`src/rtl/mips_pipe_scoreboard_if.sv`:
```
// Decode-side hazard/forwarding bundle between the MIPS pipeline and its scoreboard.
// MIPS_SB_STATS_EN adds the stall/flush cycle counters.
interface mips_pipe_scoreboard_if #(
    parameter int REG_AW    = 5,
    parameter int FWD_DEPTH = 3
);
    localparam int SEL_W = $clog2(FWD_DEPTH + 1);

    logic              id_valid;
    logic [REG_AW-1:0] id_rs;
    logic [REG_AW-1:0] id_rt;
    logic              id_use_rs;
    logic              id_use_rt;
    logic              id_wr_en;
    logic [REG_AW-1:0] id_dst;
    logic              id_is_load;
    logic              flush;
    logic              stall_if;
    logic              stall_d;
    logic              bubble_x;
    logic [SEL_W-1:0]  fwd_rs_sel;
    logic [SEL_W-1:0]  fwd_rt_sel;
    logic              busy;
`ifdef MIPS_SB_STATS_EN
    logic [15:0]       stall_cnt;
    logic [15:0]       flush_cnt;
`endif

    modport master (
        output id_valid, id_rs, id_rt, id_use_rs, id_use_rt, id_wr_en, id_dst, id_is_load, flush,
`ifdef MIPS_SB_STATS_EN
        input  stall_cnt, flush_cnt,
`endif
        input  stall_if, stall_d, bubble_x, fwd_rs_sel, fwd_rt_sel, busy
    );

    modport slave (
        input  id_valid, id_rs, id_rt, id_use_rs, id_use_rt, id_wr_en, id_dst, id_is_load, flush,
`ifdef MIPS_SB_STATS_EN
        output stall_cnt, flush_cnt,
`endif
        output stall_if, stall_d, bubble_x, fwd_rs_sel, fwd_rt_sel, busy
    );
endinterface

```
`src/rtl/mips_pipe_scoreboard.sv`:
```
// Hazard/forwarding scoreboard: FWD_DEPTH-slot shift pipeline of in-flight writes (slot 0 = X).
// MIPS_SB_STATS_EN adds saturating stall/flush cycle counters.
module mips_pipe_scoreboard #(
    parameter int REG_AW    = 5,
    parameter int FWD_DEPTH = 3,
    parameter int LOAD_LAT  = 1,
    parameter int SEL_W     = $clog2(FWD_DEPTH + 1)
) (
    input  logic                 clk,
    input  logic                 rst,
    mips_pipe_scoreboard_if.slave sb
);
    typedef logic [FWD_DEPTH-1:0][REG_AW-1:0] dst_arr_t;

    logic [FWD_DEPTH-1:0] vld_q, vld_d, load_q, load_d;
    dst_arr_t             dst_q, dst_d;
    logic                 rs_hit, rs_rdy, rt_hit, rt_rdy, stall;
    logic [SEL_W-1:0]     rs_sel, rt_sel;

    // Scan oldest to youngest so the youngest match is what remains.
    // A load is forwardable once its select exceeds LOAD_LAT.
    function automatic void lookup(
        input  logic                 use_src,
        input  logic [REG_AW-1:0]    src,
        input  logic [FWD_DEPTH-1:0] vld,
        input  logic [FWD_DEPTH-1:0] load,
        input  dst_arr_t             dst,
        output logic                 hit,
        output logic                 rdy,
        output logic [SEL_W-1:0]     sel
    );
        hit = 1'b0;
        rdy = 1'b1;
        sel = '0;
        for (int k = FWD_DEPTH - 1; k >= 0; k--) begin
            if (use_src && src != '0 && vld[k] && dst[k] == src) begin
                hit = 1'b1;
                rdy = !load[k] || (k >= LOAD_LAT);
                sel = SEL_W'(k + 1);
            end
        end
    endfunction

    always_comb begin
        lookup(sb.id_use_rs, sb.id_rs, vld_q, load_q, dst_q, rs_hit, rs_rdy, rs_sel);
        lookup(sb.id_use_rt, sb.id_rt, vld_q, load_q, dst_q, rt_hit, rt_rdy, rt_sel);
        stall = sb.id_valid && ((rs_hit && !rs_rdy) || (rt_hit && !rt_rdy));

        sb.stall_if   = stall && !sb.flush;
        sb.stall_d    = stall && !sb.flush;
        sb.bubble_x   = stall || sb.flush;
        sb.fwd_rs_sel = sb.id_valid ? rs_sel : '0;
        sb.fwd_rt_sel = sb.id_valid ? rt_sel : '0;
        sb.busy       = |vld_q;

        vld_d     = vld_q << 1;
        load_d    = load_q << 1;
        dst_d     = dst_q << REG_AW;
        vld_d[0]  = sb.id_valid && sb.id_wr_en && !stall && !sb.flush;
        load_d[0] = sb.id_is_load;
        dst_d[0]  = sb.id_dst;
    end

    always_ff @(posedge clk) begin
        if (!rst) begin
            vld_q  <= '0;
            load_q <= '0;
            dst_q  <= '0;
        end else begin
            vld_q  <= vld_d;
            load_q <= load_d;
            dst_q  <= dst_d;
        end
    end

`ifdef MIPS_SB_STATS_EN
    logic [15:0] stall_cnt_q, stall_cnt_d, flush_cnt_q, flush_cnt_d;

    always_comb begin
        stall_cnt_d = stall_cnt_q;
        flush_cnt_d = flush_cnt_q;
        if (sb.stall_if && stall_cnt_q != 16'hFFFF) stall_cnt_d = stall_cnt_q + 16'd1;
        if (sb.flush && flush_cnt_q != 16'hFFFF)    flush_cnt_d = flush_cnt_q + 16'd1;
        sb.stall_cnt = stall_cnt_q;
        sb.flush_cnt = flush_cnt_q;
    end

    always_ff @(posedge clk) begin
        if (!rst) begin
            stall_cnt_q <= '0;
            flush_cnt_q <= '0;
        end else begin
            stall_cnt_q <= stall_cnt_d;
            flush_cnt_q <= flush_cnt_d;
        end
    end
`endif
endmodule
```
`src/flat_wrapper.sv`:
```
// flat-port wrapper written by rule: the top's interface ports become plain ports
module mips_pipe_scoreboard_flat 
#(
    parameter int REG_AW    = 5,
    parameter int FWD_DEPTH = 3,
    parameter int LOAD_LAT  = 1,
    parameter int SEL_W     = $clog2(FWD_DEPTH + 1)
)
  (clk, rst, sb_id_valid, sb_id_rs, sb_id_rt, sb_id_use_rs, sb_id_use_rt, sb_id_wr_en, sb_id_dst, sb_id_is_load, sb_flush, sb_stall_if, sb_stall_d, sb_bubble_x, sb_fwd_rs_sel, sb_fwd_rt_sel, sb_busy);
  mips_pipe_scoreboard_if #(.REG_AW(REG_AW), .FWD_DEPTH(FWD_DEPTH)) sb_i ();
  input  logic clk;
  input  logic rst;
  input wire logic [$bits(sb_i.id_valid)-1:0] sb_id_valid;
  input wire logic [$bits(sb_i.id_rs)-1:0] sb_id_rs;
  input wire logic [$bits(sb_i.id_rt)-1:0] sb_id_rt;
  input wire logic [$bits(sb_i.id_use_rs)-1:0] sb_id_use_rs;
  input wire logic [$bits(sb_i.id_use_rt)-1:0] sb_id_use_rt;
  input wire logic [$bits(sb_i.id_wr_en)-1:0] sb_id_wr_en;
  input wire logic [$bits(sb_i.id_dst)-1:0] sb_id_dst;
  input wire logic [$bits(sb_i.id_is_load)-1:0] sb_id_is_load;
  input wire logic [$bits(sb_i.flush)-1:0] sb_flush;
  output wire logic [$bits(sb_i.stall_if)-1:0] sb_stall_if;
  output wire logic [$bits(sb_i.stall_d)-1:0] sb_stall_d;
  output wire logic [$bits(sb_i.bubble_x)-1:0] sb_bubble_x;
  output wire logic [$bits(sb_i.fwd_rs_sel)-1:0] sb_fwd_rs_sel;
  output wire logic [$bits(sb_i.fwd_rt_sel)-1:0] sb_fwd_rt_sel;
  output wire logic [$bits(sb_i.busy)-1:0] sb_busy;
  assign sb_i.id_valid = sb_id_valid;
  assign sb_i.id_rs = sb_id_rs;
  assign sb_i.id_rt = sb_id_rt;
  assign sb_i.id_use_rs = sb_id_use_rs;
  assign sb_i.id_use_rt = sb_id_use_rt;
  assign sb_i.id_wr_en = sb_id_wr_en;
  assign sb_i.id_dst = sb_id_dst;
  assign sb_i.id_is_load = sb_id_is_load;
  assign sb_i.flush = sb_flush;
  assign sb_stall_if = sb_i.stall_if;
  assign sb_stall_d = sb_i.stall_d;
  assign sb_bubble_x = sb_i.bubble_x;
  assign sb_fwd_rs_sel = sb_i.fwd_rs_sel;
  assign sb_fwd_rt_sel = sb_i.fwd_rt_sel;
  assign sb_busy = sb_i.busy;
  mips_pipe_scoreboard #(.REG_AW(REG_AW), .FWD_DEPTH(FWD_DEPTH), .LOAD_LAT(LOAD_LAT), .SEL_W(SEL_W)) u_core (.clk(clk), .rst(rst), .sb(sb_i));
endmodule
```
`config.mk`:
```
export PLATFORM = sky130hd
export DESIGN_NAME = mips_pipe_scoreboard_flat
export DESIGN_NICKNAME = d
export VERILOG_FILES = /design/src/rtl/mips_pipe_scoreboard_if.sv /design/src/rtl/mips_pipe_scoreboard.sv /design/src/flat_wrapper.sv
export SDC_FILE = /design/constraint.sdc
export NUM_CORES = 1
export LEC_CHECK = 0
export CORE_MARGIN = 4
export CORE_UTILIZATION = 45
export DETAILED_ROUTE_END_ITERATION = 8
export PLACE_DENSITY = 0.87
export SYNTH_ARGS = -nofsm -noshare
export SYNTH_HDL_FRONTEND = slang
export SYNTH_SLANG_ARGS = --single-unit
```
`constraint.sdc`:
```
create_clock -name clk -period 2.1 [get_ports clk]
set_input_delay 0.21 -clock clk [delete_from_list [all_inputs] [get_ports clk]]
set_output_delay 0.21 -clock clk [all_outputs]
set_load 0.1 [all_outputs]
```
Yosys cells after proc, flatten, opt, wreduce, memory -nomap -nowiden:

Cells that the tools add are included.

* output and inout port bits: 8
* logic and storage cells: 58
* input port bits: 23
* register bits after elaboration: 19

* eq/ne operators: 6
* reductions and logical operators: 31
* mux-type cells: 16

Operators with widths (count)
* 5-bit == test: 6
* 1-bit logical AND: 21
* 2-bit two-way mux: 8
* 5-bit nonzero test: 2
* 1-bit two-way mux: 8
* 1-bit logical NOT: 5
* 3-bit OR reduction: 1
* 1-bit logical OR: 2

Longest topological paths before layout:

Gate-level depths: netlist of the first run.

* word-level depth: 13
* gate-level depth with buffers: 6

Worst setup path after synthesis of the first run:

OpenSTA, ideal clock, no wires.

* kind: reg2out
* start point: reg u_core.dst_q, in the netlist u_core.dst_d[6]
* end point: out sb_stall_if
* required time: 1.890 ns
* arrival time: 3.016 ns
* path slack: -1.126 ns
* cell stages (with the launch flop): 7
* path buffers: 1
* path through: dfxtp_1 xor2_1 nor4_1 nand4_2 a21oi_2 nor2b_1 buf_4

* cells in the longest elaborated chain, start to end: 8
* elaborated cells on any way between the ends: 15

RTL lines
* start: declaration: RTL line mips_pipe_scoreboard.sv:16 `dst_arr_t dst_q, dst_d;`
* start signal: assignment: RTL line mips_pipe_scoreboard.sv:72 `dst_q <= dst_d;`
* 5-bit == test: RTL line mips_pipe_scoreboard.sv:36 `if (use_src && src != '0 && vld[k] && dst[k] == src) begin`
* 1-bit logical AND: RTL line mips_pipe_scoreboard.sv:36
* 1-bit two-way mux: RTL line mips_pipe_scoreboard.sv:36
* 1-bit logical NOT: RTL line mips_pipe_scoreboard.sv:47 `stall = sb.id_valid && ((rs_hit && !rs_rdy) || (rt_hit && !rt_rdy));`
* 1-bit logical AND: RTL line mips_pipe_scoreboard.sv:47
* 1-bit logical OR (*): RTL line mips_pipe_scoreboard.sv:47
* 1-bit logical AND (*): RTL line mips_pipe_scoreboard.sv:47
* 1-bit logical AND (*)
* end: declaration: RTL line flat_wrapper.sv:22 `output wire logic [$bits(sb_i.stall_if)-1:0] sb_stall_if;`

Mark *: on every way between the ends. The rest lies on a longest branch, timed or not.

Worst setup path after layout of the first run:

* start point: reg u_core.dst_q, in the netlist u_core.dst_d[9]
* end point: out sb_fwd_rs_sel[0]

* cells in the longest elaborated chain, start to end: 4

RTL lines
* 5-bit == test: RTL line mips_pipe_scoreboard.sv:36
* 1-bit logical AND: RTL line mips_pipe_scoreboard.sv:36
* 2-bit two-way mux: RTL line mips_pipe_scoreboard.sv:36
* 2-bit two-way mux: RTL line mips_pipe_scoreboard.sv:52 `sb.fwd_rs_sel = sb.id_valid ? rs_sel : '0;`
* end: declaration: RTL line flat_wrapper.sv:25 `output wire logic [$bits(sb_i.fwd_rs_sel)-1:0] sb_fwd_rs_sel;`

Every way passes these cells.

==> summary.md, run 1 <==
| Metric | Value |
|---|---|
| Status | `complete, but fails checks` |
| Violated checks | `setup timing` |
| Setup violators final | `7` |
| Register area | `approximately 390 µm²` |
| Antenna-violating nets left | `0` |
| DR pass1 iterations | `4` |
| Worst path required time | `1.89 ns` |
| Initial detailed-routing violation count | `21` |
| Pwr dens | `442.9 nW/µm²` |
| Cell taking the most area after synthesis | `dfxtp_1` |
| Async SR Flop Fraction | `0%` |
| Die Width | `54.45 µm` |
| Total placed instance area | `1489 µm²` |
| Met3 usage | `under 10%` |
| Post-synth top area share | `39.18%` |
| Vias in the first global route | `869` |
| Hpwl dp | `approximately 1.9 mm` |
| Peak VDD IR | `between 0.5 and 0.6 mV` |
| Post-CTS Hold Fix Bufs | `0` |
| R2R setup slack | `0.60 ns` |
| Met1 global-route usage | `24.05%` |
| Tightest Hold Check Type | `in -> reg` |
| Antenna cell count | `0` |
| Worst reg-to-reg path cell count | `6` |
| Avg Cell Area, Syn | `9.709 µm²` |
| Number of antenna violations at the first check in global routing | `0` |
| Post-synth EDFFs | `0` |
| Hold Path Cell Cnt | `2` |
| Initial Utilization | `48.50%` |
| CTS root buffer | `clkbuf_4` |
| Top Usage Layer GRT | `met2` |
| Max-Cap Viols | `0` |
| Slowest cell on crit path | `dfxtp_2` |
| Actual slew at the worst max-slew pin | `0.4321 ns` |
| CP peak stage delay | `about 0.36 ns` |
| CP Buf/Inv Count | `4` |
| Yosys reg bits | `19` |
| Fin area | `1647 µm²` |
| Core Area | `between 2000 and 2500 µm²` |
| Critical path cell sequence | `xor2_1, nor4_2, buf_4, nand4_4, buf_4, buf_6, a21boi_4, buf_12` |
| Global Route Usage Sum | `19.04%` |
| Critical Path AT | `2.05 ns` |
| Crit-path max FO | `3` |
| Clk slew on worst S/H paths | `0.09 ns` |
| Cell Area, Synth | `970.9 µm²` |
| Top-count cell post-synth | `xor2_1` |
| Filler instances | `108` |
| Netlist cell types | `21` |
| Tmin final | `between 2 and 2.5 ns` |
| FF-to-FF End | `u_core.vld_q[0]` |
| Final Hold Viols | `0` |
| Syn-to-layout area delta | `69.59%` |
| Seq/Total Area, Yosys | `39.18%` |
| Nature of the critical path endpoint | `output pin` |
| Warnings from Yosys | `0` |
| Via count | `929` |
| WL final | `3.127 mm` |
| Top post-synthesis cells by area | `dfxtp_1, xor2_1, and2_1` |
| Layout cells sized above 1 | `34.00%` |
| Max clock buf depth | `2` |
| CP Launch Type | `flip-flop` |
| Drt wl/cell | `17.67 µm` |
| Crit share post-route | `107.5%` |
| RePlAce Congestion | `between 0.9 and 1` |
| Max-slew violations | `0` |
| Die area | `2965 µm²` |
| Ports | `31` |
| Rows | `16` |
| Relative slew slack | `71.10%` |
| WS Path Type | `reg -> out` |
| # nets final | `174` |
| Min-delay src | `sb_id_dst[1]` |
| TNS Setup | `-0.9007 ns` |
| Grt ovf | `0` |
| Leakage power | `slightly below 0.7 nW` |
| Syn Inst Count | `100` |
| Primary FF master, synth | `dfxtp_1` |
| Crit path max-delay family | `buffers and inverters` |
| Clk_lat worst skew | `around 0.29 ns` |
| Via/cell ratio | `5.249` |
| M2 GR Usage | `31.67%` |
| Reg2reg start | `u_core.dst_d[9]` |
| Synthesized Nets | `123` |
| DRC | `0` |
| CTS tree | `done` |
| Clock sinks | `19` |
| DIE HEIGHT | `54.45 µm` |
| Hold EP | `u_core.dst_d[6]` |
| Worst Skew | `0.002307 ns` |
| Top cell by count, worst path | `buf_4` |
| Post-synth top cells | `xor2_1, dfxtp_1, and2_1, nor4_1, xnor2_1` |
| Slack of the critical path | `-0.1569 ns` |
| RSZ-0062 raised after global routing | `yes` |
| Multi-input gate area | `~700 µm²` |
| Pin count of the biggest net entering global routing | `20` |
| Max H-tree Level | `1` |
| F_max | `443.1 MHz` |
| First-pass GRT wire length | `3.939 mm` |
| Total CTS buffers | `3` |
| Number of cells on the critical path | `8` |
| PortBufs | `30` |
-- where the power goes --
part           total [mW]  internal [mW]  switching [mW]
logic               0.168         0.0828          0.0852
registers           0.389          0.373          0.0158
clock network       0.173         0.0739          0.0988
-- final cells by class --
cell class / instances / share of cell area [%]
clock buffer: 4 / 1.596
timing repair buffer: 48 / 30.24
sequential: 19 / 23.71
tap: 27 / 2.052
multi-input combinational: 79 / 42.40
-- layout by cell type (no fill, tap or decap), types with 3 or more instances in the layout --
cell and instances:
xor2_1 22, and2_1 18, buf_4 17, dfxtp_1 15, clkdlybuf4s50_1 12, dlygate4sd2_1 7, buf_12 7, xnor2_1 6
nor4_2 4, nand4_1 4, a21oi_4 3, clkbuf_4 3
-- layer usage --
layer  vias to the layer above  share of wire (%)
met5                         -                  0
met4                         0                4.7
met3                        15                4.6
met2                        44                 47
met1                       432                 43
li1                        438                  -
-- worst reg2reg max path, stage by stage (launching register included) --
cell     delay (ns)
dfxtp_2        0.36
xor2_1         0.17
nor4_2         0.32
buf_4          0.18
nand4_4        0.11
a21oi_4        0.19
nor3_1         0.07
-- sequential cells by signal, indices dropped and copies added, names as in the netlist --
name / flops
u_core.dst_d: 10
u_core.dst_q: 5
u_core.vld_q: 3
u_core.load_q: 1
-- kinds of logic (layout without fill, tap and decap cells) --
| family | count (synthesis) | count (layout) | synth area share (%) |
|---|---|---|---|
| AOI/OAI and AO/OA | 7 | 7 | 5.025 |
| buffers and inverters | 2 | 52 | 1.160 |
| xor gates and xnor gates | 30 | 30 | 27.06 |
| DFF | 19 | 19 | 39.17 |
| and+or+nand+nor | 42 | 42 | 27.58 |
-- through the flow --
stage	power [mW]	cells	setup WS [ns]	hold WS [ns]	util, %
6_report	0.7293	177	-0.1569	0.4860	82.25
3_5_place_dp	0.5489	169	-0.2759	0.5082	74.38
2_1_floorplan	0.4624	100	-0.08823	0.2872	-
5_1_grt	0.7641	177	-0.2859	0.4832	82.25
3_3_place_gp	0.5444	169	-0.2885	0.5005	74.38
4_1_cts	0.7227	175	-0.08732	0.4709	78.19
-- timing repair --
action	4_1_cts	5_1_grt
resized for setup	23	14
setup buffers	3	2
gates cloned	0	0
pin swaps	13	4
setup endpoints to repair	7	7
-- worst max-delay path by stage --
stage | from | to | slack (ns)
2_1_floorplan | sb_id_rs[3] | sb_fwd_rs_sel[0] | -0.09
3_3_place_gp | sb_id_rs[4] | sb_stall_if | -0.29
3_5_place_dp | sb_id_rs[4] | sb_stall_if | -0.28
4_1_cts | u_core.dst_d[7] | sb_stall_if | -0.09
5_1_grt | u_core.dst_d[9] | sb_stall_if | -0.29
6_report | u_core.dst_d[9] | sb_fwd_rs_sel[0] | -0.16
Note: power is estimated with default switching activity, not from simulation.
==> run 2, diff against run 1 <==
--- a/config.mk
+++ b/config.mk
@@ -5,6 +5,7 @@
 export SDC_FILE = /design/constraint.sdc
 export NUM_CORES = 1
 export LEC_CHECK = 0
+export CAP_MARGIN = 10
 export CORE_MARGIN = 4
 export CORE_UTILIZATION = 45
 export DETAILED_ROUTE_END_ITERATION = 8
==> results of run 2 <==
No change in the layout: final DEF, timing and power equal those of run 1.
==> run 3, diff against run 2 <==
--- a/config.mk
+++ b/config.mk
@@ -10,6 +10,7 @@
 export CORE_UTILIZATION = 45
 export DETAILED_ROUTE_END_ITERATION = 8
 export PLACE_DENSITY = 0.87
+export SKIP_LAST_GASP = 1
 export SYNTH_ARGS = -nofsm -noshare
 export SYNTH_HDL_FRONTEND = slang
 export SYNTH_SLANG_ARGS = --single-unit
==> results of run 3 <==
No change in the layout: final DEF, timing and power equal those of run 1.
